`src/rtl/shiftreg_seq_ctrl_pkg.sv`:
```
// Shared types for the shift-register sequencer: FSM state encoding and
// serial direction codes. Optional checker macro: SHIFTREG_SEQ_CTRL_CHECK_EN.
package shiftreg_seq_ctrl_pkg;

  typedef enum logic [2:0] {
    S_IDLE    = 3'd0,
    S_CLEAR   = 3'd1,
    S_SHIFT   = 3'd2,
    S_CAPTURE = 3'd3,
    S_DONE    = 3'd4
  } state_t;

  // dir = 0: data moves toward MSB, serial input enters bit 0
  localparam logic DIR_MSB = 1'b0;
  // dir = 1: data moves toward LSB, serial input enters bit WIDTH-1
  localparam logic DIR_LSB = 1'b1;

endpackage

```
`src/rtl/shiftreg_bit_counter.sv`:
```
// Bit counter for the serialiser: synchronous clear, count enable and a
// terminal flag at WIDTH-1. The count stops at the terminal value.
module shiftreg_bit_counter #(
  parameter int WIDTH = 8,
  parameter int CNT_W = 3
) (
  input  logic             clk,
  input  logic             rst,
  input  logic             clr,
  input  logic             en,
  output logic [CNT_W-1:0] cnt,
  output logic             last
);

  logic [CNT_W-1:0] cnt_q;
  logic [CNT_W-1:0] cnt_d;

  assign cnt  = cnt_q;
  assign last = (cnt_q == CNT_W'(WIDTH - 1));

  // Next count: clear wins, otherwise step while enabled and not yet terminal
  always_comb begin
    cnt_d = cnt_q;
    if (clr) begin
      cnt_d = {CNT_W{1'b0}};
    end else if (en && !last) begin
      cnt_d = cnt_q + CNT_W'(1);
    end else begin
      cnt_d = cnt_q;
    end
  end

  // Count register with synchronous reset
  always_ff @(posedge clk) begin
    if (rst) begin
      cnt_q <= {CNT_W{1'b0}};
    end else begin
      cnt_q <= cnt_d;
    end
  end

endmodule

```
`src/rtl/shiftreg_seq_ctrl.sv`:
```
// Sequencer for an 8-bit SIPO shift register that shifts every clock.
// Accepts a word, clears the register, serialises the word into it in the
// requested direction, then captures the parallel output and reports it.
// Optional feature macro: SHIFTREG_SEQ_CTRL_CHECK_EN adds sticky chk_err.
module shiftreg_seq_ctrl
  import shiftreg_seq_ctrl_pkg::*;
#(
  parameter int WIDTH = 8,
  parameter int CNT_W = 3
) (
  input  logic             clk,
  input  logic             rst,
  input  logic             req_valid,
  output logic             req_ready,
  input  logic [WIDTH-1:0] req_data,
  input  logic             req_dir,
  output logic             sr_rst,
  output logic             sr_dir,
  output logic             sr_in,
  input  logic [WIDTH-1:0] sr_q,
  output logic             busy,
  output logic             res_valid,
  output logic [WIDTH-1:0] res_data
`ifdef SHIFTREG_SEQ_CTRL_CHECK_EN
  ,
  output logic             chk_err
`endif
);

  state_t           state_q, state_d;
  logic [WIDTH-1:0] buf_q, buf_d;
  logic             dir_q, dir_d;
  logic             sr_in_q, sr_in_d;
  logic             req_ready_q, req_ready_d;
  logic             busy_q, busy_d;
  logic             res_valid_q, res_valid_d;
  logic [WIDTH-1:0] res_data_q, res_data_d;
`ifdef SHIFTREG_SEQ_CTRL_CHECK_EN
  logic             chk_err_q, chk_err_d;
`endif

  logic [CNT_W-1:0] cnt_s;
  logic             cnt_last_s;
  logic             cnt_clr_s;
  logic             cnt_en_s;

  // Serial bit for position idx of the word in the chosen direction
  function automatic logic sel_bit(input logic [WIDTH-1:0] word,
                                   input logic [CNT_W-1:0] idx,
                                   input logic             dir);
    logic b;
    case (dir)
      DIR_MSB: b = word[CNT_W'(WIDTH - 1) - idx];
      DIR_LSB: b = word[idx];
      default: b = 1'b0;
    endcase
    return b;
  endfunction

  assign cnt_clr_s = (state_q == S_CLEAR);
  assign cnt_en_s  = (state_q == S_SHIFT);

  shiftreg_bit_counter #(
    .WIDTH(WIDTH),
    .CNT_W(CNT_W)
  ) u_cnt (
    .clk (clk),
    .rst (rst),
    .clr (cnt_clr_s),
    .en  (cnt_en_s),
    .cnt (cnt_s),
    .last(cnt_last_s)
  );

  // Next-state and next-output decode; serial bit is prepared one cycle ahead
  always_comb begin
    state_d    = state_q;
    buf_d      = buf_q;
    dir_d      = dir_q;
    sr_in_d    = 1'b0;
    res_data_d = res_data_q;
`ifdef SHIFTREG_SEQ_CTRL_CHECK_EN
    chk_err_d  = chk_err_q;
`endif
    case (state_q)
      S_IDLE: begin
        if (req_valid && req_ready_q) begin
          buf_d   = req_data;
          dir_d   = req_dir;
          state_d = S_CLEAR;
        end else begin
          state_d = S_IDLE;
        end
      end
      S_CLEAR: begin
        state_d = S_SHIFT;
        sr_in_d = sel_bit(buf_q, {CNT_W{1'b0}}, dir_q);
      end
      S_SHIFT: begin
        if (cnt_last_s) begin
          state_d = S_CAPTURE;
          sr_in_d = 1'b0;
        end else begin
          state_d = S_SHIFT;
          sr_in_d = sel_bit(buf_q, cnt_s + CNT_W'(1), dir_q);
        end
      end
      S_CAPTURE: begin
        res_data_d = sr_q;
        state_d    = S_DONE;
`ifdef SHIFTREG_SEQ_CTRL_CHECK_EN
        if (sr_q != buf_q) begin
          chk_err_d = 1'b1;
        end else begin
          chk_err_d = chk_err_q;
        end
`endif
      end
      S_DONE: begin
        state_d = S_IDLE;
      end
      default: begin
        state_d = S_IDLE;
      end
    endcase
    req_ready_d = (state_d == S_IDLE);
    busy_d      = (state_d != S_IDLE);
    res_valid_d = (state_q == S_DONE);
  end

  // FSM and all registered outputs; reset aborts any transfer
  always_ff @(posedge clk) begin
    if (rst) begin
      state_q     <= S_IDLE;
      buf_q       <= {WIDTH{1'b0}};
      dir_q       <= 1'b0;
      sr_in_q     <= 1'b0;
      req_ready_q <= 1'b0;
      busy_q      <= 1'b0;
      res_valid_q <= 1'b0;
      res_data_q  <= {WIDTH{1'b0}};
`ifdef SHIFTREG_SEQ_CTRL_CHECK_EN
      chk_err_q   <= 1'b0;
`endif
    end else begin
      state_q     <= state_d;
      buf_q       <= buf_d;
      dir_q       <= dir_d;
      sr_in_q     <= sr_in_d;
      req_ready_q <= req_ready_d;
      busy_q      <= busy_d;
      res_valid_q <= res_valid_d;
      res_data_q  <= res_data_d;
`ifdef SHIFTREG_SEQ_CTRL_CHECK_EN
      chk_err_q   <= chk_err_d;
`endif
    end
  end

  assign req_ready = req_ready_q;
  assign busy      = busy_q;
  assign res_valid = res_valid_q;
  assign res_data  = res_data_q;
  assign sr_in     = sr_in_q;
  assign sr_dir    = dir_q;
  assign sr_rst    = rst | (state_q == S_CLEAR);
`ifdef SHIFTREG_SEQ_CTRL_CHECK_EN
  assign chk_err   = chk_err_q;
`endif

endmodule
```
`config.mk`:
```
export PLATFORM = sky130hd
export DESIGN_NAME = shiftreg_seq_ctrl
export DESIGN_NICKNAME = d
export VERILOG_FILES = /design/src/rtl/shiftreg_seq_ctrl_pkg.sv /design/src/rtl/shiftreg_bit_counter.sv /design/src/rtl/shiftreg_seq_ctrl.sv
export SDC_FILE = /design/constraint.sdc
export NUM_CORES = 1
export LEC_CHECK = 0
export BUFFER_PORTS_ARGS = -buffer_cell sky130_fd_sc_hd__buf_2
export CORE_MARGIN = 4
export CORE_UTILIZATION = 50
export CTS_CLUSTER_DIAMETER = 80
export DETAILED_ROUTE_END_ITERATION = 8
export PLACE_DENSITY = 0.89
export SYNTH_ARGS = -nofsm -noshare
export SYNTH_HDL_FRONTEND = slang
export SYNTH_HIERARCHICAL = 1
export SYNTH_SLANG_ARGS = --single-unit
```
`constraint.sdc`:
```
create_clock -name clk -period 4.5 [get_ports clk]
set_input_delay 0.225 -clock clk [delete_from_list [all_inputs] [get_ports clk]]
set_output_delay 0.225 -clock clk [all_outputs]
set_load 0.02 [all_outputs]
```
## Word level (Yosys, flattened, before mapping)

Index checks and enable logic that the tools add are counted.

- Bitwise logic cells: 2
- Muxes and demuxes: 11
- Equal/unequal tests: 5
- Add/subtract/negate cells: 2
- Reductions and logical operators: 8
- $lt $le $gt $ge: 2

Operator list:

| operator | number |
|---|---|
| $pmux 3 s4 | 1 |
| $lt 3x4->1 const B | 2 |
| $bmux 1 s3 | 2 |
| $eq 3x2->1 const B | 2 |
| $eq 3x3->1 const B | 2 |
| $logic_not 3->1 | 2 |
| $pmux 1 s2 | 3 |
| $mux 1 | 5 |
| $add 3x1->3 const B | 1 |
| $eq 3x1->1 const B | 1 |
| $reduce_bool 3->1 | 1 |
| $sub 3x3->3 const A | 1 |
| $logic_and 1x1->1 | 2 |
| $reduce_and 2->1 | 1 |
| $reduce_or 2->1 | 1 |
| $logic_not 1->1 | 1 |
| $not 1->1 | 1 |
| $or 1x1->1 | 1 |

- Word-level logic and storage cells: 39
- Output and inout port bits: 14
- Input bits: 20
- Bits in registers: 27

## Longest topological paths before layout

- Word-level depth: 7
- Gate-level depth with buffers: 5
- Gate-level depth less buffers: 5

## By module

The synthesis kept the hierarchy.

Modules (own cells, without submodules):

| module | instances | cells an instance | sequential area each (µm²) | area each (µm²) |
|---|---|---|---|---|
| shiftreg_seq_ctrl | 1 | 95 | 480.5 | 1,031.0 |
| shiftreg_bit_counter | 1 | 12 | 60.1 | 142.6 |

## Worst setup path after synthesis

No wires, ideal clock.

- Path type: flip-flop to flip-flop
- Start: reg u_cnt.cnt_q[0], in the netlist u_cnt/cnt[0]
- End: reg sr_in_q, in the netlist sr_in
- Path buffers: 0
- Clock period less this slack: 1.732 ns
- Path slack: 2.768 ns
- Stages on the path, launching flop included: 6
- Arrival: 1.605 ns
- Library setup time: 0.127 ns
- Data required time: 4.373 ns
- Cells stage by stage: dfxtp_1 ha_1 mux4_1 mux2i_1 mux2_2 o22ai_2

- Word-level cells in the longest chain between the ends: 7
- Elaborated cells between the ends (all ways): 10
- Those cells by class: 2 x add/sub; 1 x eq/ne; 7 x mux

RTL lines:

| item | line | RTL |
|---|---|---|
| from (decl) | shiftreg_bit_counter.sv:15 | `logic [CNT_W-1:0] cnt_q;` |
| from (signal assigned) | shiftreg_bit_counter.sv:36 | `cnt_q <= {CNT_W{1'b0}};` |
| from (signal assigned) | shiftreg_bit_counter.sv:38 | `cnt_q <= cnt_d;` |
| $add 3x1->3 | shiftreg_seq_ctrl.sv:105 | `sr_in_d = sel_bit(buf_q, cnt_s + CNT_W'(1), dir_q);` |
| $sub 3x3->3 | shiftreg_seq_ctrl.sv:53 | `DIR_MSB: b = word[CNT_W'(WIDTH - 1) - idx];` |
| $bmux 1 s3 | shiftreg_seq_ctrl.sv:53 |  |
| $mux 1 (implied by the code) | shiftreg_seq_ctrl.sv:53 |  |
| $pmux 1 s2 | shiftreg_seq_ctrl.sv:52 | `case (dir)` |
| $mux 1 * | shiftreg_seq_ctrl.sv:100 | `if (cnt_last_s) begin` |
| $pmux 1 s2 * | shiftreg_seq_ctrl.sv:85 | `case (state_q)` |
| to (signal assigned) | shiftreg_seq_ctrl.sv:149 | `sr_in_q <= sr_in_d;` |
| to (decl) | shiftreg_seq_ctrl.sv:33 | `logic sr_in_q, sr_in_d;` |

Mark *: on every way between the ends. The rest lies on a longest branch, timed or not. The select of a mux whose other input is x is not followed.
A chain may end at the register's enable or synchronous reset.

## Worst setup path after layout

- Start: reg state_q[0]
- End: out sr_rst

- Word-level cells in the longest chain between the ends: 2

RTL lines:

| item | line | RTL |
|---|---|---|
| from (decl) | shiftreg_seq_ctrl.sv:30 | `state_t state_q, state_d;` |
| from (signal assigned) | shiftreg_seq_ctrl.sv:146 | `state_q <= state_d;` |
| $eq 3x1->1 | n/a |  |
| net cnt_clr_s | shiftreg_seq_ctrl.sv:44 | `logic cnt_clr_s;` |
| $or 1x1->1 | shiftreg_seq_ctrl.sv:166 | `assign sr_rst = rst \| (state_q == S_CLEAR);` |
| to (decl) | shiftreg_seq_ctrl.sv:17 | `output logic sr_rst,` |

The timed path passes the listed nets, and every way through them passes these cells.

==> impl_results.md <==
- Net Sw Frac: approximately a quarter
- Hold-fix buffers at CTS: 0
- Count of final hold-check violations: 0
- Die area: about 3200 µm²
- Critical path type: flip-flop to output port
- Yosys top cell area share: a little under half
- Synth-to-Final Area Change: 18.1%
- Sink Count: 27
- Post-route ant nets: 0
- Slowest cell on the critical path: nor3b_1
- CTS tree: done
- PnR Total Power: ~0.00041 W
- Crit share post-route: around 42%
- N_diodes: 0
- Pin count of the biggest net entering global routing: 30
- Synthesized net count: 130
- Total negative slack: 0 ns
- H-tree levels: 1
- Switch Pwr: between 0.0001 and 0.00015 W
- Die width: about 56 µm
- Initial antenna violation count: 0
- Die span in y: between 50 and 60 µm
- PwrDens: 297 nW/µm²
- Root buffer cell: clkbuf_4
- Post-route DRC: 0
- Max cap viols: 0
- Setup violations, final: 0
- Critical path fanouts, max: 7
- Slew Limit Fails: 0
- Fraction of the yosys area taken by sequential cells: 46.1%
- Vias in the first global route: 821
- Fraction of layout cells with a size suffix above 1: between 30% and 40%
- Nets: approximately 160
- CTS buffer count: 3
- Worst endpoint required time: between 4 and 5 ns
- P_int: approximately 0.00031 W
- Register bit count reported by yosys: 27
- Comb pwr share: about an eighth
- First-pass GRT wire length: between 3000 and 4000 µm
- Drt wl/cell: around 13 µm
- R2R Setup Slk: 2.64 ns
- Maximum vdd drop: around 0.23 mV
- Top cells by area, synth: dfxtp_1, mux2i_1, mux4_1
- Slew margin rel.: approximately 62%
- P_leak: roughly 0.66 nW
- Critical path's top delay family: simple AND/OR/NAND/NOR gates
- DP HPWL: approximately 1700 µm
- Routed vias/inst: just over 5
- CTS clock-pin slew for the worst setup and hold paths: around 0.15 ns
- Crit path arrival time: about 1.7 ns
- Initial Util: a little over half
- Top Ports: 34
- Syn_area_per_cell: between 10 and 15 µm²
- Finished Cell Area: roughly 1400 µm²
- Place WS: about 2.7 ns
- Gr ovfl total: 0
- Vias: 860
- Worst Max-Slew Pin Slew: ~0.56 ns
- Final WS setup: about 2.6 ns
- Fmax: about 520 MHz
- Reg power frac: ~62%
- Clk_skew: between 0.01 and 0.015 ns
- Final min period: roughly 1.9 ns
- Area post-placement: around 1400 µm²
- Crit-path max cell delay: about 0.52 ns
- RSZ-0062 raised after global routing: false
- HP Class: primary input to flip-flop
- Core box area: around 2200 µm²
- Clock Latency Late Sink: between 0.3 and 0.4 ns
- Routability cong.: a little over 0.8
- Post-Syn Area: ~1200 µm²
- Startpoint Class: flip-flop
- Crit-path cells: nor3b_1 -> or2_2 -> buf_2
- Longest Clk Path Bufs: 2
- PostCTS Resize Cnt: 0
- Setup bufs post-CTS: 0
- Yosys warnings: 6
- Rows: 17
- Crit path capture type: output port
- Syn Inst Count: about 110
- Clock power share: between 20% and 30%
- Post-synth cell types: 22
- DRT iter0 DRCs: 17
- Port bufs: 33
- GRT Resource Usage Total: between 10% and 20%
- Drt pass-1 iters: 4
- Cell taking the most area after synthesis: dfxtp_1
- Status: finished, final reports clean
- Post-Route WL: between 2000 and 2500 µm
- CP Buf/Inv Count: 1
power by group through the flow:
stage | logic, W | registers [W] | clock network [W]
4_1_cts | 0.0000538 | 0.000256 | 0.000107
6_report | 0.0000531 | 0.000256 | 0.000102
3_5_place_dp | 0.0000536 | 0.000261 | 0
2_1_floorplan | 0.0000359 | 0.000261 | 0
3_3_place_gp | 0.0000516 | 0.000260 | 0
5_1_grt | 0.0000587 | 0.000257 | 0.000119
cell usage after synthesis:
master,n
buf_2,1
ha_1,3
xnor2_1,2
nor2b_4,1
nor2b_1,1
dfxtp_1,27
nand2_1,3
mux4_1,4
nor2_1,22
nor3b_1,2
clkbuf_1,5
mux2i_1,21
nor3_1,4
nor4b_1,1
a21oi_1,2
o22ai_2,1
xor2_1,1
nand3b_1,1
or2_2,1
mux2_2,2
nor4_1,1
buf_4,1
area by class of cell:
| cell class | count | area [µm²] |
|---|---|---|
| fill | 185 | 847 |
| multi-input combinational | 73 | 608 |
| sequential | 27 | 541 |
| timing repair buffer | 34 | 173 |
| tap | 28 | 35.0 |
| clock buffer | 3 | 22.5 |
| clock inverter | 1 | 7.51 |
kinds of logic after synthesis:
kind of cell / count (synthesis) / synth area share, %
fa+ha+maj: 3 / 3.20
xor+xnor: 3 / 2.24
flops: 27 / 46.1
buf+inv: 7 / 2.67
compound gates: 3 / 1.92
simple gates: 37 / 15.1
mux: 27 / 28.8
per-stage QoR:
stage          std cells  util, %  hold WS (ns)
2_1_floorplan        107        -         0.302
3_3_place_gp         162     60.7         0.455
3_5_place_dp         162     60.7         0.465
4_1_cts              166     62.1         0.125
5_1_grt              166     62.1         0.129
6_report             166     62.1         0.125
worst register-to-register path: stages (launching register included):
cell and delay, ns:
dfxtp_1 0.42, ha_1 0.41, mux4_1 0.56, mux2i_1 0.13, mux2_2 0.17, o22ai_2 0.06
sequential cells by signal, summed over array words and instances, names as in the netlist:
name,flops
busy,1
u_cnt/cnt,3
sr_in,1
res_data,8
res_valid,1
req_ready,1
buf_q,8
sr_dir,1
state_q,3
worst paths after layout:
path,start,to,cells past startpoint
max,state_q[0],sr_rst,3
min,sr_q[1],res_data[1],3
max reg2reg,u_cnt/cnt[0],sr_in,5
min reg2reg,res_data[1],res_data[1],2
metal layers:
metal  vias up  routed length (µm)  global-route usage (%)
li1        437                   -                       -
met3         2                  88                    2.76
met1       404                 983                    18.0
met4         0                  14                    4.07
met5         -                   0                       0
met2        17                1100                    24.1
cell usage in the layout (no fill, tap or decap):
master / instances
xnor2_1: 2
a21oi_1: 2
nor3_1: 4
dfxtp_1: 27
nor3b_1: 2
o22ai_2: 1
nor4_2: 1
nand3b_1: 1
mux2i_1: 21
nor2_1: 22
buf_2: 33
ha_1: 3
clkinvlp_4: 1
or2_2: 1
buf_4: 1
nor4b_1: 1
nor2b_4: 1
nand2_1: 3
clkbuf_4: 3
mux4_1: 4
xor2_1: 1
mux2_2: 2
nor2b_1: 1
Note: power is estimated with default switching activity, not from simulation.
